## src/rtl/debug_unit_if.sv

```systemverilog
// Bundle of UART, instruction-memory and pipeline-debug signals between the
// debug unit (master side) and the surrounding system (slave side).
interface debug_unit_if #(
  parameter int IMEM_DEPTH = 256
);
  localparam int AW = $clog2(IMEM_DEPTH);

  logic [7:0]    rx_data;
  logic          rx_valid;
  logic [7:0]    tx_data;
  logic          tx_start;
  logic          tx_busy;
  logic          imem_we;
  logic [AW-1:0] imem_addr;
  logic [31:0]   imem_wdata;
  logic          cpu_en;
  logic          cpu_rst;
  logic          cpu_halted;
  logic [4:0]    dbg_reg_sel;
  logic [31:0]   dbg_reg_data;
  logic [31:0]   dbg_pc;

  modport master (
    input  rx_data, rx_valid, tx_busy, cpu_halted, dbg_reg_data, dbg_pc,
    output tx_data, tx_start, imem_we, imem_addr, imem_wdata,
           cpu_en, cpu_rst, dbg_reg_sel
  );

  modport slave (
    output rx_data, rx_valid, tx_busy, cpu_halted, dbg_reg_data, dbg_pc,
    input  tx_data, tx_start, imem_we, imem_addr, imem_wdata,
           cpu_en, cpu_rst, dbg_reg_sel
  );
endinterface

```

## src/rtl/debug_unit.sv

```systemverilog
// Host command engine for the MIPS pipeline: loads program words from UART,
// runs or single-steps the core, then streams PC, cycle count and registers.
//
// state     | meaning
// ----------+-------------------------------------------------------------
// IDLE      | waiting for a command byte ('L', 'C', 'S')
// LOAD      | core held in reset, assembling LE bytes into imem words
// LOAD_ACK  | sending 'K' once the transmitter is free, then release core
// RUN       | core enabled until cpu_halted is seen
// STEP      | single enabled cycle has just been issued
// DUMP      | waiting for tx_busy low to send the next dump byte
// DUMP_WAIT | one-cycle gap after each tx_start before re-checking busy
module debug_unit #(
  parameter int          IMEM_DEPTH = 256,
  parameter logic [31:0] HALT_WORD  = 32'hFFFF_FFFF
) (
  input logic         clk_in,
  input logic         Reset,
  debug_unit_if.master bus
);

  localparam int            AW        = $clog2(IMEM_DEPTH);
  localparam logic [AW-1:0] LAST_ADDR = AW'(IMEM_DEPTH - 1);
  localparam logic [7:0]    CMD_LOAD  = 8'h4C;
  localparam logic [7:0]    CMD_CONT  = 8'h43;
  localparam logic [7:0]    CMD_STEP  = 8'h53;
  localparam logic [7:0]    ACK_BYTE  = 8'h4B;
  localparam logic [7:0]    DUMP_LEN  = 8'd136;

  typedef enum logic [2:0] {
    IDLE, LOAD, LOAD_ACK, RUN, STEP, DUMP, DUMP_WAIT
  } state_t;

  state_t        state_q, state_d;
  logic [1:0]    byte_idx_q, byte_idx_d;
  logic [7:0]    dump_idx_q, dump_idx_d;
  logic [31:0]   cycle_cnt_q, cycle_cnt_d;
  logic [7:0]    tx_data_q, tx_data_d;
  logic          tx_start_q, tx_start_d;
  logic          imem_we_q, imem_we_d;
  logic [AW-1:0] imem_addr_q, imem_addr_d;
  logic [31:0]   imem_wdata_q, imem_wdata_d;
  logic          cpu_en_q, cpu_en_d;
  logic          cpu_rst_q, cpu_rst_d;
  logic [4:0]    reg_sel_q, reg_sel_d;

  logic [31:0]   dump_field;
  logic [7:0]    dump_byte;
  logic [7:0]    dump_next;
  logic          load_done;

  always_ff @(posedge clk_in or negedge Reset) begin
    if (!Reset) begin
      state_q      <= IDLE;
      byte_idx_q   <= '0;
      dump_idx_q   <= '0;
      cycle_cnt_q  <= '0;
      tx_data_q    <= '0;
      tx_start_q   <= 1'b0;
      imem_we_q    <= 1'b0;
      imem_addr_q  <= '0;
      imem_wdata_q <= '0;
      cpu_en_q     <= 1'b0;
      cpu_rst_q    <= 1'b0;
      reg_sel_q    <= '0;
    end else begin
      state_q      <= state_d;
      byte_idx_q   <= byte_idx_d;
      dump_idx_q   <= dump_idx_d;
      cycle_cnt_q  <= cycle_cnt_d;
      tx_data_q    <= tx_data_d;
      tx_start_q   <= tx_start_d;
      imem_we_q    <= imem_we_d;
      imem_addr_q  <= imem_addr_d;
      imem_wdata_q <= imem_wdata_d;
      cpu_en_q     <= cpu_en_d;
      cpu_rst_q    <= cpu_rst_d;
      reg_sel_q    <= reg_sel_d;
    end
  end

  // reg_sel_q is advanced together with the byte index, so dbg_reg_data
  // already reflects the right register when the byte is latched.
  always_comb begin
    dump_field = bus.dbg_reg_data;
    if (dump_idx_q < 8'd4)
      dump_field = bus.dbg_pc;
    else if (dump_idx_q < 8'd8)
      dump_field = cycle_cnt_q;
    dump_byte = 8'(dump_field >> {dump_idx_q[1:0], 3'b000});
    dump_next = dump_idx_q + 8'd1;
    load_done = imem_we_q && ((imem_wdata_q == HALT_WORD) || (imem_addr_q == LAST_ADDR));
  end

  always_comb begin
    state_d      = state_q;
    byte_idx_d   = byte_idx_q;
    dump_idx_d   = dump_idx_q;
    cycle_cnt_d  = cycle_cnt_q;
    tx_data_d    = tx_data_q;
    tx_start_d   = 1'b0;
    imem_we_d    = 1'b0;
    imem_addr_d  = imem_addr_q;
    imem_wdata_d = imem_wdata_q;
    cpu_en_d     = cpu_en_q;
    cpu_rst_d    = cpu_rst_q;
    reg_sel_d    = reg_sel_q;

    if (cpu_en_q)
      cycle_cnt_d = cycle_cnt_q + 32'd1;

    case (state_q)
      IDLE: begin
        if (bus.rx_valid) begin
          case (bus.rx_data)
            CMD_LOAD: begin
              state_d     = LOAD;
              cpu_rst_d   = 1'b1;
              imem_addr_d = '0;
              byte_idx_d  = '0;
              cycle_cnt_d = '0;
            end
            CMD_CONT: begin
              state_d  = RUN;
              cpu_en_d = !bus.cpu_halted;
            end
            CMD_STEP: begin
              if (bus.cpu_halted) begin
                state_d = DUMP;
              end else begin
                state_d  = STEP;
                cpu_en_d = 1'b1;
              end
            end
            default: ;
          endcase
        end
      end
      LOAD: begin
        if (load_done)
          state_d = LOAD_ACK;
        else if (imem_we_q)
          imem_addr_d = imem_addr_q + AW'(1);
        if (!load_done && bus.rx_valid) begin
          imem_wdata_d = {bus.rx_data, imem_wdata_q[31:8]};
          byte_idx_d   = byte_idx_q + 2'd1;
          imem_we_d    = (byte_idx_q == 2'd3);
        end
      end
      LOAD_ACK: begin
        if (!bus.tx_busy) begin
          tx_start_d = 1'b1;
          tx_data_d  = ACK_BYTE;
          cpu_rst_d  = 1'b0;
          state_d    = IDLE;
        end
      end
      RUN: begin
        if (bus.cpu_halted) begin
          cpu_en_d = 1'b0;
          state_d  = DUMP;
        end else begin
          cpu_en_d = 1'b1;
        end
      end
      STEP: begin
        cpu_en_d = 1'b0;
        state_d  = DUMP;
      end
      DUMP: begin
        if (!bus.tx_busy) begin
          tx_start_d = 1'b1;
          tx_data_d  = dump_byte;
          dump_idx_d = dump_next;
          reg_sel_d  = (dump_next >= 8'd8) ? 5'((dump_next - 8'd8) >> 2) : 5'd0;
          state_d    = DUMP_WAIT;
        end
      end
      DUMP_WAIT: begin
        if (dump_idx_q == DUMP_LEN) begin
          dump_idx_d = '0;
          reg_sel_d  = '0;
          state_d    = IDLE;
        end else begin
          state_d = DUMP;
        end
      end
      default: state_d = IDLE;
    endcase
  end

  assign bus.tx_data     = tx_data_q;
  assign bus.tx_start    = tx_start_q;
  assign bus.imem_we     = imem_we_q;
  assign bus.imem_addr   = imem_addr_q;
  assign bus.imem_wdata  = imem_wdata_q;
  assign bus.cpu_en      = cpu_en_q;
  assign bus.cpu_rst     = cpu_rst_q;
  assign bus.dbg_reg_sel = reg_sel_q;

endmodule

```

## src/flat_wrapper.sv

```systemverilog
// flat-port wrapper written by rule: the top's interface ports become plain ports
module debug_unit_flat 
#(
  parameter int          IMEM_DEPTH = 256,
  parameter logic [31:0] HALT_WORD  = 32'hFFFF_FFFF
)
  (clk_in, Reset, bus_rx_data, bus_rx_valid, bus_tx_busy, bus_cpu_halted, bus_dbg_reg_data, bus_dbg_pc, bus_tx_data, bus_tx_start, bus_imem_we, bus_imem_addr, bus_imem_wdata, bus_cpu_en, bus_cpu_rst, bus_dbg_reg_sel);
  debug_unit_if #(.IMEM_DEPTH(IMEM_DEPTH)) bus_i ();
  input logic clk_in;
  input logic Reset;
  input wire logic [$bits(bus_i.rx_data)-1:0] bus_rx_data;
  input wire logic [$bits(bus_i.rx_valid)-1:0] bus_rx_valid;
  input wire logic [$bits(bus_i.tx_busy)-1:0] bus_tx_busy;
  input wire logic [$bits(bus_i.cpu_halted)-1:0] bus_cpu_halted;
  input wire logic [$bits(bus_i.dbg_reg_data)-1:0] bus_dbg_reg_data;
  input wire logic [$bits(bus_i.dbg_pc)-1:0] bus_dbg_pc;
  output wire logic [$bits(bus_i.tx_data)-1:0] bus_tx_data;
  output wire logic [$bits(bus_i.tx_start)-1:0] bus_tx_start;
  output wire logic [$bits(bus_i.imem_we)-1:0] bus_imem_we;
  output wire logic [$bits(bus_i.imem_addr)-1:0] bus_imem_addr;
  output wire logic [$bits(bus_i.imem_wdata)-1:0] bus_imem_wdata;
  output wire logic [$bits(bus_i.cpu_en)-1:0] bus_cpu_en;
  output wire logic [$bits(bus_i.cpu_rst)-1:0] bus_cpu_rst;
  output wire logic [$bits(bus_i.dbg_reg_sel)-1:0] bus_dbg_reg_sel;
  assign bus_i.rx_data = bus_rx_data;
  assign bus_i.rx_valid = bus_rx_valid;
  assign bus_i.tx_busy = bus_tx_busy;
  assign bus_i.cpu_halted = bus_cpu_halted;
  assign bus_i.dbg_reg_data = bus_dbg_reg_data;
  assign bus_i.dbg_pc = bus_dbg_pc;
  assign bus_tx_data = bus_i.tx_data;
  assign bus_tx_start = bus_i.tx_start;
  assign bus_imem_we = bus_i.imem_we;
  assign bus_imem_addr = bus_i.imem_addr;
  assign bus_imem_wdata = bus_i.imem_wdata;
  assign bus_cpu_en = bus_i.cpu_en;
  assign bus_cpu_rst = bus_i.cpu_rst;
  assign bus_dbg_reg_sel = bus_i.dbg_reg_sel;
  debug_unit #(.IMEM_DEPTH(IMEM_DEPTH), .HALT_WORD(HALT_WORD)) u_core (.clk_in(clk_in), .Reset(Reset), .bus(bus_i));
endmodule
```

## config.mk

```make
export PLATFORM = sky130hd
export DESIGN_NAME = debug_unit_flat
export DESIGN_NICKNAME = d
export VERILOG_FILES = /design/src/rtl/debug_unit_if.sv /design/src/rtl/debug_unit.sv /design/src/flat_wrapper.sv
export SDC_FILE = /design/constraint.sdc
export NUM_CORES = 1
export LEC_CHECK = 0
export ABC_AREA = 1
export BUFFER_PORTS_ARGS = -buffer_cell sky130_fd_sc_hd__buf_2
export CAP_MARGIN = 40
export CORE_MARGIN = 1.5
export CORE_UTILIZATION = 50
export CTS_CLUSTER_SIZE = 12
export DETAILED_ROUTE_END_ITERATION = 12
export PLACE_DENSITY = 0.74
export SYNTH_ARGS = -nofsm -noshare
export SYNTH_HDL_FRONTEND = slang
export SYNTH_SLANG_ARGS = --single-unit
```

## constraint.sdc

```tcl
create_clock -name clk_in -period 2.2 [get_ports clk_in]
set_clock_uncertainty 0.15 [all_clocks]
set_input_delay 0.44 -clock clk_in [delete_from_list [all_inputs] [get_ports clk_in]]
set_output_delay 0.44 -clock clk_in [all_outputs]
set_load 0.02 [all_outputs]
```

## Word-level counts from Yosys, hierarchy flattened

Cells that the tools add are included.

| storage, ports and cells | value |
|---|---|
| bits of input ports | 77 |
| register bits after elaboration | 102 |
| output and inout bits | 57 |

| cells by class | value |
|---|---|
| shifts and indexed selects | 1 |
| reductions and logical operators | 20 |
| magnitude comparators | 3 |
| muxes and demuxes | 47 |
| eq/ne operators | 26 |
| add/subtract/negate cells | 5 |

Operators with widths:

| cell | count |
|---|---|
| $mux 32 | 6 |
| $mux 8 | 8 |
| $pmux 8 s2 | 3 |
| $add 32x1->32 const B | 1 |
| $eq 32x32->1 const B | 1 |
| $shr 32x5->8 | 1 |
| $eq 8x7->1 const B | 3 |
| $pmux 3 s7 | 1 |
| $mux 3 | 6 |
| $add 8x1->8 const B | 2 |
| $eq 8x8->1 const B | 2 |
| $mux 5 | 3 |
| $ne 2x2->1 const B | 6 |
| $reduce_and 4->1 | 3 |
| $mux 1 | 11 |
| $pmux 5 s2 | 1 |
| $eq 3x3->1 const B | 3 |
| $pmux 3 s3 | 1 |
| $ge 8x4->1 const B | 1 |
| $lt 8x3->1 const B | 1 |
| $lt 8x4->1 const B | 1 |
| $ne 2x1->1 const B | 4 |
| $reduce_bool 2->1 | 4 |
| $sub 7x4->7 const B | 1 |
| other kinds (20) | 28 |

## Longest topological paths before layout

| depth | value |
|---|---|
| depth after elaboration | 7 |
| mapped depth | 14 |
| gate-level depth less buffers | 12 |

## Worst setup path after synthesis

No wires, ideal clock.

| timing | value |
|---|---|
| path kind | register -> register |
| start | register u_core.imem_addr_q[0] (netlist: u_core.bus.imem_addr[0]) |
| end | register u_core.imem_wdata_q[14] (netlist: u_core.bus.imem_wdata[14]) |
| library setup time | 0.117 ns |
| path slack | 0.254 ns |
| path buffers | 2 |
| arrival time | 1.679 ns |
| stages on the path, launching flop included | 15 |
| cells stage by stage | dfrtp_1 -> ha_1 -> nand2_1 -> inv_2 -> nand2_2 -> nor2_2 -> nand3b_1 -> nand2_1 -> nand2_1 -> nand3_2 -> inv_2 -> buf_6 -> buf_6 -> nand2_1 -> nand2_1 |

| between the ends | value |
|---|---|
| longest elaborated chain between the ends | 6 |

Ends and longest elaborated chain:

| what | RTL line | RTL |
|---|---|---|
| from (decl) | debug_unit.sv:41 | `logic [AW-1:0] imem_addr_q, imem_addr_d;` |
| from (signal assigned) | debug_unit.sv:74 | `imem_addr_q <= imem_addr_d;` |
| $eq 8x8->1 | debug_unit.sv:92 | `load_done = imem_we_q && ((imem_wdata_q == HALT_WORD) \|\| (imem_addr_q == LAST_ADDR));` |
| $logic_or 1x1->1 | debug_unit.sv:92 |  |
| $logic_and 1x1->1 | debug_unit.sv:92 |  |
| $logic_not 1->1 | debug_unit.sv:144 | `if (!load_done && bus.rx_valid) begin` |
| $logic_and 1x1->1 | debug_unit.sv:144 |  |
| $reduce_and 2->1 (no source line) | n/a |  |
| to (signal assigned) | debug_unit.sv:75 | `imem_wdata_q <= imem_wdata_d;` |
| to (decl) | debug_unit.sv:42 | `logic [31:0] imem_wdata_q, imem_wdata_d;` |

Every way passes these cells.
A chain may end at the register's enable or synchronous reset.

## Worst setup path in the final report

| timing | value |
|---|---|
| start | register u_core.dump_idx_q[0] |
| end | register u_core.reg_sel_q[2] (netlist: u_core.bus.dbg_reg_sel[2]) |

| between the ends | value |
|---|---|
| longest elaborated chain between the ends | 5 |
| elaborated cells on any way between the ends | 9 |
| classes of those cells | 2 x add/sub; 1 x order compare; 2 x eq/ne; 3 x mux; 1 x reduce/logical |

Ends and longest elaborated chain:

| what | RTL line | RTL |
|---|---|---|
| from (decl) | debug_unit.sv:36 | `logic [7:0] dump_idx_q, dump_idx_d;` |
| from (signal assigned) | debug_unit.sv:69 | `dump_idx_q <= dump_idx_d;` |
| $add 8x1->8 | debug_unit.sv:91 | `dump_next = dump_idx_q + 8'd1;` |
| $sub 7x4->7 or $ge 8x4->1 (tied branches) | debug_unit.sv:175 | `reg_sel_d = (dump_next >= 8'd8) ? 5'((dump_next - 8'd8) >> 2) : 5'd0;` |
| $mux 5 | debug_unit.sv:175 |  |
| $mux 5 | debug_unit.sv:171 | `if (!bus.tx_busy) begin` |
| $pmux 5 s2 | debug_unit.sv:112 | `case (state_q)` |
| to (signal assigned) | debug_unit.sv:78 | `reg_sel_q <= reg_sel_d;` |
| to (decl) | debug_unit.sv:45 | `logic [4:0] reg_sel_q, reg_sel_d;` |

Parallel ways exist; a longest one is shown, timed or not. The select of a mux whose other input is x is not followed.

==> metrics.md <==
| Metric | Value |
|---|---|
| Run status | `completed` |
| Cell type with the largest total area after synthesis | `sky130_fd_sc_hd__dfrtp_1` |
| Setup-violating endpoint count in the final report | `0` |
| Number of iterations in the first detailed-routing pass | `5` |
| IO Count | `134` |
| Start point of the worst min-delay path | `bus_rx_data[6]` |
| Unrepaired setup endpoints after global routing | `no` |
| Slew HR | `70.43%` |
| Critical path fanouts, max | `5` |
| Clock transition at path regs | `0.07 ns` |
| Cell depth of the worst hold path | `3` |
| Pwr dens | `1179 nW/um^2` |
| TritonCTS clock tree | `done` |
| Critical Path Source Type | `register` |
| Global router's overall resource usage | `27.31%` |
| Antenna violation net count after detailed routing | `0` |
| Number of warnings reported in the yosys synthesis log | `0` |
| R2R setup slack | `0.12 ns` |
| Clock buffers created by TritonCTS | `9` |
| Net count after synthesis | `1011` |
| Share of synthesized registers carrying an async set or reset | `100.0%` |
| Most common library cells after synthesis | `296 x sky130_fd_sc_hd__nand2_1, 120 x sky130_fd_sc_hd__nor2_1, 102 x sky130_fd_sc_hd__dfrtp_1` |
| Final min period | `2.079 ns` |
| Drc violations | `0` |
| NetSw | `4.333 mW` |
| H-tree depth | `3` |
| Largest cells by area after synthesis | `sky130_fd_sc_hd__dfrtp_1 39%, sky130_fd_sc_hd__nand2_1 17%, sky130_fd_sc_hd__nor2_1 6.9%` |
| Total routed wirelength | `17940 um` |
| Count of input and output buffers | `133` |
| Fmax | `0.4809 GHz` |
| Commonest register cell after synthesis | `sky130_fd_sc_hd__dfrtp_1` |
| Critical register-to-register path endpoint | `u_core.bus.dbg_reg_sel[2]` |
| Internal power | `4.773 mW` |
| Number of slew-limit violations in the final report | `0` |
| Die H | `117.1 um` |
| Area of the placeable core | `12670 sq um` |
| CP Data Required Time | `2.33 ns` |
| Insertion delay to the later sink of the worst-skew pair | `0.36 ns` |
| Placement Rows | `41` |
| Number of sinks driven by the clock tree | `102` |
| Worst min path class | `in -> reg` |
| Total power draw | `9.106 mW` |
| Dominant cell by count in the synthesized netlist | `sky130_fd_sc_hd__nand2_1` |
| Pin count of the biggest net entering global routing | `40` |
| Worst slew pin tran | `0.4435 ns` |
| Iter 0 DRT Violations | `487` |
| Synthesized instance count | `928` |
| Placed instance count | `1225` |
| Fin Setup TNS | `0 ns` |
| Worst r2r path cells | `6` |
| Final HPWL from detailed placement | `13470 um` |
| Relative contribution of sequential cells to total power | `36.4%` |
| Starting utilization of the core area | `51.36%` |
| Combinational cell fraction of total power | `46.6%` |
| Leakage power | `4.110 nW` |
| Number of enable-type register cells in the synthesized netlist | `0` |
| Overflow left after global routing | `0` |
| Cell variety after synth | `42` |
| Die Area | `13710 sq um` |
| Filler-free cell count of the finished design | `1243` |
| Data arrival time of the critical path | `2.21 ns` |
| Die Width | `117.1 um` |
| Per-instance average area after synthesis | `7.012 sq um` |
| Post-layout net count | `1149` |
| Per-cell via count in the routed design | `5.328` |
| Antenna violations before repair | `0` |
| Routed via count | `6623` |
| Number of diodes added for antenna fixing | `0` |
| Clock power share | `17.0%` |
| Share of the cycle needed by the critical path after routing | `94.51%` |
| Via count of the first global-routing pass | `6171` |
| Sequential area share after synthesis | `39.22%` |
| Worst setup path class | `reg -> reg` |
| Fraction of layout cells with a size suffix above 1 | `20.82%` |
| Setup Fix Bufs, Post-CTS | `0` |
| Global placer's final weighted congestion | `0.9604` |
| IR Drop Worst-Case VDD | `0.8389 mV` |
| Number of maximum-capacitance violations | `0` |
| Filler instances | `1238` |
| Global-route wire length before repair | `29120 um` |
| Detailed-route wire length per cell | `14.43 um` |
| Share of Yosys cell area claimed by the top area cell type | `39.22%` |
| Category of the worst setup path capture point | `register` |
| Synthesis-to-layout area growth | `18.71%` |
| Hold Violations, Final | `0` |
| End point of the worst hold path | `u_core.bus.imem_wdata[30]` |
| Maximum clock path buffer count | `2` |
| Net switching share of the total power | `47.58%` |
| Synthesized area | `6507 sq um` |
| Root cell of the clock tree | `sky130_fd_sc_hd__clkbuf_16` |
| Number of storage elements in the synthesis netlist | `102` |
| Worst flop-to-flop path startpoint | `u_core.dump_idx_q[0]` |
power by group through the flow:
stage                     Clock [mW]  Sequential (mW)  Combinational (mW)
after global routing            1.68             3.40                4.78
after CTS                       1.59             3.29                4.23
after detailed placement           0             3.32                4.20
after floorplan                    0             3.54                2.65
after global placement             0             3.32                4.12
final                           1.55             3.31                4.24
cells by family after synthesis:
kind of cell | share of synthesized area [%]
XOR/XNOR | 2.807
AO/OA/AOI/OAI | 5.115
AND/OR/NAND/NOR | 43.05
flip-flops | 39.22
buffers and inverters | 8.652
adder cells (fa/ha/maj) | 1.154
worst max path at each step:
stage	from	to	slack, ns
after CTS	u_core.bus.imem_addr[0]	u_core.bus.imem_wdata[5]	0.13
after global placement	u_core.bus.imem_addr[0]	u_core.bus.imem_wdata[11]	0.18
after global routing	u_core.dump_idx_q[0]	u_core.bus.dbg_reg_sel[2]	0.05
after detailed placement	u_core.bus.imem_addr[0]	u_core.bus.imem_wdata[5]	0.15
final	u_core.dump_idx_q[0]	u_core.bus.dbg_reg_sel[2]	0.12
after floorplan	u_core.bus.imem_addr[0]	u_core.bus.imem_wdata[14]	0.25
critical path: stages, from the launching register on:
cell                      delay, ns
sky130_fd_sc_hd__dfrtp_1       0.38
sky130_fd_sc_hd__ha_1          0.23
sky130_fd_sc_hd__nand3_1       0.13
sky130_fd_sc_hd__xor2_1        0.38
sky130_fd_sc_hd__ha_1          0.30
sky130_fd_sc_hd__or2_2         0.29
sky130_fd_sc_hd__o21ai_1       0.13
through the flow:
step | util (%) | instance area, sq um | hold slack (ns) | setup slack [ns]
after global routing | 60.97 | 7725 | 0.1615 | 0.05133
after CTS | 60.80 | 7704 | 0.1337 | 0.1259
after detailed placement | 58.49 | 7411 | 0.2612 | 0.1470
after floorplan | - | 6507 | -0.005591 | 0.2536
final | 60.97 | 7725 | 0.1452 | 0.1207
after global placement | 58.49 | 7411 | 0.2655 | 0.1768
cell usage in the layout, fill, tap and decap left out, drive strengths merged, types with 6 or more instances in the layout:
cell type  instances
nand2            302
buf              157
nor2             133
dfrtp            102
inv               95
nand3             84
nand4             44
or2               28
o21ai             26
nor3              23
a21oi             22
xor2              16
clkbuf            10
o22ai              7
ha                 6
registers in the layout (all words and copies together), names as in the netlist:
signal                  cells
u_core.bus.cpu_rst          1
u_core.cycle_cnt_q         32
u_core.bus.imem_we          1
u_core.bus.imem_wdata      32
u_core.bus.tx_start         1
u_core.bus.imem_addr        8
u_core.dump_idx_q           8
u_core.bus.dbg_reg_sel      5
u_core.state_q              3
u_core.bus.cpu_en           1
u_core.bus.tx_data          8
u_core.byte_idx_q           2
cell type report:
cell class                      count  area [sq um]  share of cell area [%]
Tap cell                          172         215.2                   2.786
Clock buffer                       10         229.0                   2.964
Clock inverter                      6         53.80                  0.6965
Inverter                           94         355.3                   4.600
Timing Repair Buffer              158         912.1                   11.81
Sequential cell                   102          2552                   33.04
Multi-Input combinational cell    701          3407                   44.10
routing by layer:
metal / GRT usage, % / vias up / share of wire [%]
met1: 35.93 / 3088 / 45
met2: 44.48 / 248 / 46
li1: - / 3245 / -
met3: 5.664 / 42 / 5.9
met4: 10.76 / 0 / 2.9
met5: 0 / - / 0
what timing repair did:
item,CTS,global route
endpoints found under the setup margin,0,29
endpoints found under the hold margin,27,0
hold buffers,1,0
gates resized for setup,0,4
(Power assumes the default switching activity.)
